==> src/rtl/hub75_rx.sv <==
`default_nettype none
// ============================================================================
// Module   : hub75_rx
// Purpose  : HUB75 panel sniffer that re-times the panel bus into clk_in and
//            delivers each latched row over a valid/ready handshake.
//            Macro HUB75_RX_OE_MEAS_EN enables OE-active cycle measurement.
// Revision : 1.0
// ============================================================================
module hub75_rx #(
    parameter int NUM_COLS  = 64,
    parameter int SCAN_RATE = 32
) (
    input  logic                         clk_in,
    input  logic                         rst_in,
    input  logic                         hub75_clk,
    input  logic [2:0]                   hub75_rgb0,
    input  logic [2:0]                   hub75_rgb1,
    input  logic                         hub75_latch,
    input  logic                         hub75_OE,
    input  logic [$clog2(SCAN_RATE)-1:0] hub75_addr,
    output logic [3*NUM_COLS-1:0]        row_rgb0,
    output logic [3*NUM_COLS-1:0]        row_rgb1,
    output logic [$clog2(SCAN_RATE)-1:0] row_addr,
    output logic                         row_valid,
    input  logic                         row_ready,
    output logic                         row_len_err,
    output logic                         overrun,
    output logic [15:0]                  row_oe_cycles
);
    localparam int ADDR_W = $clog2(SCAN_RATE);
    localparam int ROW_W  = 3 * NUM_COLS;
    localparam int SYNC_W = 9 + ADDR_W;
    localparam int CNT_W  = $clog2(NUM_COLS + 2);
    localparam logic [CNT_W-1:0] CNT_FULL = CNT_W'(NUM_COLS);
    localparam logic [CNT_W-1:0] CNT_SAT  = CNT_W'(NUM_COLS + 1);
    localparam logic [0:0] ST_EMPTY = 1'b0;
    localparam logic [0:0] ST_FULL  = 1'b1;

    logic [SYNC_W-1:0] r_s1, r_s2, r_s3;
    logic [1:0]        r_warm;
    logic              r_clk_pulse, r_latch_pulse;
    logic              w_s2_clk, w_s2_latch;
    logic              w_s3_clk, w_s3_latch, w_s3_oe;
    logic [ADDR_W-1:0] w_s3_addr;
    logic [2:0]        w_s3_rgb0, w_s3_rgb1;

    assign w_s2_clk   = r_s2[SYNC_W-1];
    assign w_s2_latch = r_s2[SYNC_W-2];
    assign {w_s3_clk, w_s3_latch, w_s3_oe, w_s3_addr, w_s3_rgb0, w_s3_rgb1} = r_s3;

    // Edge pulses are registered so they line up with the r_s3 data they qualify.
    always_ff @(posedge clk_in) begin
        if (rst_in) begin
            r_s1          <= '0;
            r_s2          <= '0;
            r_s3          <= '0;
            r_warm        <= 2'd0;
            r_clk_pulse   <= 1'b0;
            r_latch_pulse <= 1'b0;
        end else begin
            r_s1          <= {hub75_clk, hub75_latch, hub75_OE, hub75_addr, hub75_rgb0, hub75_rgb1};
            r_s2          <= r_s1;
            r_s3          <= r_s2;
            if (r_warm != 2'd3) r_warm <= r_warm + 2'd1;
            r_clk_pulse   <= (r_warm == 2'd3) && w_s2_clk && !w_s3_clk;
            r_latch_pulse <= (r_warm == 2'd3) && w_s2_latch && !w_s3_latch;
        end
    end

    logic [ROW_W-1:0] r_sr0, r_sr1, w_sr0_next, w_sr1_next;
    logic [CNT_W-1:0] r_cnt, w_cnt_next;

    // Shift is applied ahead of a same-cycle latch, so capture uses the next values.
    always_comb begin
        w_sr0_next = r_sr0;
        w_sr1_next = r_sr1;
        w_cnt_next = r_cnt;
        if (r_clk_pulse) begin
            w_sr0_next = {r_sr0[ROW_W-4:0], w_s3_rgb0};
            w_sr1_next = {r_sr1[ROW_W-4:0], w_s3_rgb1};
            if (r_cnt != CNT_SAT) w_cnt_next = r_cnt + CNT_W'(1);
        end
    end

    always_ff @(posedge clk_in) begin
        if (rst_in) begin
            r_sr0 <= '0;
            r_sr1 <= '0;
            r_cnt <= '0;
        end else begin
            r_sr0 <= w_sr0_next;
            r_sr1 <= w_sr1_next;
            r_cnt <= r_latch_pulse ? '0 : w_cnt_next;
        end
    end

    logic [0:0] r_state, w_state_next;
    logic       w_load, w_set_ovr;

    always_ff @(posedge clk_in) begin
        if (rst_in) r_state <= ST_EMPTY;
        else        r_state <= w_state_next;
    end

    always_comb begin
        w_state_next = r_state;
        w_load       = 1'b0;
        w_set_ovr    = 1'b0;
        case (r_state)
            ST_EMPTY: begin
                if (r_latch_pulse) begin
                    w_load       = 1'b1;
                    w_state_next = ST_FULL;
                end
            end
            ST_FULL: begin
                if (r_latch_pulse) begin
                    if (row_ready) w_load    = 1'b1;
                    else           w_set_ovr = 1'b1;
                end else if (row_ready) begin
                    w_state_next = ST_EMPTY;
                end
            end
            default: w_state_next = ST_EMPTY;
        endcase
    end

    always_comb begin
        row_valid = (r_state == ST_FULL);
    end

    always_ff @(posedge clk_in) begin
        if (rst_in) begin
            row_rgb0    <= '0;
            row_rgb1    <= '0;
            row_addr    <= '0;
            row_len_err <= 1'b0;
            overrun     <= 1'b0;
        end else begin
            if (w_load) begin
                row_rgb0    <= w_sr0_next;
                row_rgb1    <= w_sr1_next;
                row_addr    <= w_s3_addr;
                row_len_err <= (w_cnt_next != CNT_FULL);
            end
            if (w_set_ovr) overrun <= 1'b1;
        end
    end

`ifdef HUB75_RX_OE_MEAS_EN
    logic [15:0] r_oe_cnt;

    always_ff @(posedge clk_in) begin
        if (rst_in) begin
            r_oe_cnt      <= 16'd0;
            row_oe_cycles <= 16'd0;
        end else begin
            if (r_latch_pulse)                          r_oe_cnt <= 16'd0;
            else if (!w_s3_oe && r_oe_cnt != 16'hFFFF)  r_oe_cnt <= r_oe_cnt + 16'd1;
            if (w_load) row_oe_cycles <= r_oe_cnt;
        end
    end
`else
    logic w_unused_oe;
    assign w_unused_oe   = w_s3_oe;
    assign row_oe_cycles = 16'd0;
`endif

endmodule
`default_nettype wire

==> config.mk <==
export PLATFORM = sky130hd
export DESIGN_NAME = hub75_rx
export DESIGN_NICKNAME = d
export VERILOG_FILES = /design/src/rtl/hub75_rx.sv
export SDC_FILE = /design/constraint.sdc
export NUM_CORES = 1
export LEC_CHECK = 0
export CAP_MARGIN = 20
export CORE_MARGIN = 2
export CORE_UTILIZATION = 25
export CTS_CLUSTER_SIZE = 25
export DETAILED_ROUTE_END_ITERATION = 7
export DONT_BUFFER_PORTS = 1
export GPL_ROUTABILITY_DRIVEN = 0
export GPL_TIMING_DRIVEN = 0
export PLACE_DENSITY = 0.49
export SLEW_MARGIN = 20
export SYNTH_ARGS = -nofsm -noshare
export SYNTH_HDL_FRONTEND = slang
export SYNTH_SLANG_ARGS = --single-unit
==> constraint.sdc <==
create_clock -name clk_in -period 3.2 [get_ports clk_in]
set_input_delay 0.8 -clock clk_in [delete_from_list [all_inputs] [get_ports clk_in]]
set_output_delay 0.8 -clock clk_in [all_outputs]
set_load 0.005 [all_outputs]
==> metrics.txt <==
status=complete, no violations; post-layout min period=2.12 ns; Most common cell on crit path=buf_2; RSZ-0062 raised after global routing=false; chip height=340 µm; Post CTS Setup Buffer Count=0; CP peak stage delay=0.50 ns; Seq/Total Area, Yosys=58.7%; Avg Cell Area, Syn=10.4 µm²; initial drt markers=820; routed vias=19300; Pleak=10.9 nW; Max Root-Sink Buffers=3; Netlist Area Pre-Place=28200 µm²; Antenna Nets Post-Route=0; Warnings, synthesis=0; PnR worst setup slack=1.08 ns; cell area after layout=33300 µm²; Setup CP Type=in2reg; critical path, cell by cell=buf_2, buf_2, buf_2, clkbuf_1, nor2_1; slew margin rel.=34.3%; Placed Instances=4229; Setup violations, final=0; startpoint type of the worst setup path=primary input; # fillers=11800; worst flop-to-flop path startpoint=row_valid$_SDFF_PP0_; IO Port Bufs=0; Setup crit end kind=flip-flop; DR WL/cell=18.6 µm; hold-fix buffers at CTS=0; antenna violations before repair=17; PostCTS Resize Cnt=0; Die W=340 µm; pin count of the biggest net entering global routing=15; WP data arrival=2.64 ns; core area=112000 µm²; placed cell area=30100 µm²; vias in the first global route=19300; Tcrit/Tclk final=66.4%; Worst-Margin Slew=0.985 ns; post-synth cell types=30; DRC violation count after routing=0; final hold vios=0; final max-slew violation count=0; Avg Vias per Cell=4.39; row cnt=123; CTS tree=built; startpoint of the worst hold path=hub75_addr[1]; I/O pin cnt=425; setup TNS=0 ns; DR pass1 iterations=5; worst setup path start=rst_in; Congestion Overflow GR=0; Gate Count Post-Synth=2714; Non-Filler Instances=4402; Peak supply drop=0.000355 V; clock buffer count from CTS=92; share of layout cells above drive strength 1=10.7%; clock slew at reported path FFs=0.06 ns; pre-CTS setup slack=0.280 ns; type of the worst min-delay path=in2reg; Final Net Count=2843; GRT Total Usage=13.8%; Routed WL=81700 µm; maximum clock rate=471 MHz; HPWL after detailed placement=58700 µm; P&R area growth vs syn=18.1%; die area=115000 µm²; CTS root buf=clkbuf_16; H-tree Lvls=3; CP max stage cell=buf_2; Req. time, crit path=3.72 ns; clk_lat worst skew=0.68 ns; P per Cell Area=653 nW/µm²; first-pass GRT wire length=122000 µm; Crit Path Max Fanout=10; initial cell density of the core=25.1%; max-cap viol count=0; Synth Register Bits=826; clk sinks=826; Fin Clk Skew=0.0373 ns
cells by family (layout without fill, tap and decap cells):
| kind of cell | count (synthesis) | after routing | share of synthesized area (%) |
|---|---|---|---|
| muxes | 386 | 386 | 13.7 |
| AOI/OAI and AO/OA | 399 | 399 | 10.6 |
| xor gates and xnor gates | 7 | 7 | 0.218 |
| adders and majority gates | 3 | 3 | 0.133 |
| other | 1 | 20 | 0.0133 |
| DFF | 826 | 826 | 58.7 |
| buffers and inverters | 241 | 410 | 4.73 |
| and+or+nand+nor | 851 | 851 | 11.9 |
power by group:
part           internal [mW]  switching [mW]
Sequential              10.4          0.0583
Combinational          0.124           0.311
Clock                   6.40            4.47
Total                   16.9            4.84
worst max-delay path, delay by kind of cell:
kind,cells,cell delay (ns)
and+or+nand+nor,1,0.10
buffers and inverters,4,1.72
cells in the final DEF, fill, tap and decap left out, drive strengths merged, types with 4 or more instances in the layout:
| master | n |
|---|---|
| nor2 | 782 |
| xnor2 | 4 |
| buf | 157 |
| mux2i | 386 |
| bufinv | 7 |
| nand2 | 16 |
| a21oi | 8 |
| dfxtp | 826 |
| inv | 7 |
| clkbuf | 212 |
| a211oi | 386 |
| clkinv | 24 |
| conb | 16 |
| diode | 4 |
| nor2b | 41 |
registers in the layout, summed over array words and instances (netlist names), 2 cells and up:
signal,count
r_s2,13
r_cnt,7
row_rgb1,192
row_addr,5
row_rgb0,192
r_sr0,192
r_s1,13
r_sr1,192
r_warm,2
r_s3,13
routing by layer:
layer	part of all wire, %	track usage, %
met4	2.4	4.34
met5	0.047	0
met2	46	22.1
met1	44	17.3
met3	7.0	4.73
worst paths after layout:
kind / endpoint / slack [ns] / cells after the start
worst min register to register: r_s3[10]$_SDFF_PP0_ / 0.43 / 1
worst min-delay path: r_s1[7]$_SDFF_PP0_ / 0.27 / 1
worst max-delay path: r_sr0[0]$_SDFF_PP0_ / 1.08 / 5
worst max register to register: row_rgb1[148]$_SDFFE_PP0P_ / 1.26 / 7
cell usage after synthesis:
cell	instances	area, µm²
inv_1	3	11.3
nand4_1	2	12.5
and4bb_2	1	12.5
a211oi_1	386	2900
a311oi_1	1	8.76
mux2i_1	386	3860
or3_1	1	6.26
and2_1	1	6.26
dfxtp_1	826	16500
xnor2_1	4	35.0
buf_6	7	78.8
o21ai_0	2	10.0
or3_2	1	7.51
a21oi_1	8	40.0
and3b_1	2	17.5
a221oi_2	1	15.0
xor2_1	3	26.3
nor2_1	782	2940
or2_2	2	12.5
conb_1	1	3.75
nand4_2	1	12.5
a21boi_4	1	18.8
nand2b_1	1	6.26
buf_4	79	593
clkbuf_1	81	304
buf_2	64	320
nor2b_1	41	257
buf_1	7	26.3
nand2_1	16	60.1
ha_1	3	37.5
layout make-up:
class / instances / area, µm² / share of cell area [%]
buffer: 238 / 1320 / 3.98
tap: 1500 / 1880 / 5.64
clock buffer: 131 / 2660 / 7.99
clock inverter: 38 / 497 / 1.49
inverter: 3 / 11.3 / 0.0338
antenna: 4 / 10.0 / 0.0301
multi-input combinational: 1662 / 10400 / 31.1
sequential: 826 / 16500 / 49.7
through the flow:
| step | hold WS (ns) | util [%] | power (mW) |
|---|---|---|---|
| global route | 0.240 | 29.7 | 22.6 |
| finish | 0.267 | 29.7 | 21.7 |
| CTS | 0.200 | 29.6 | 22.1 |
| detailed placement | 0.420 | 26.8 | 11.1 |
| global placement | 0.418 | 26.8 | 11.1 |
| floorplan | 0.414 | - | 10.9 |
Power figures use the tool's default switching activity.
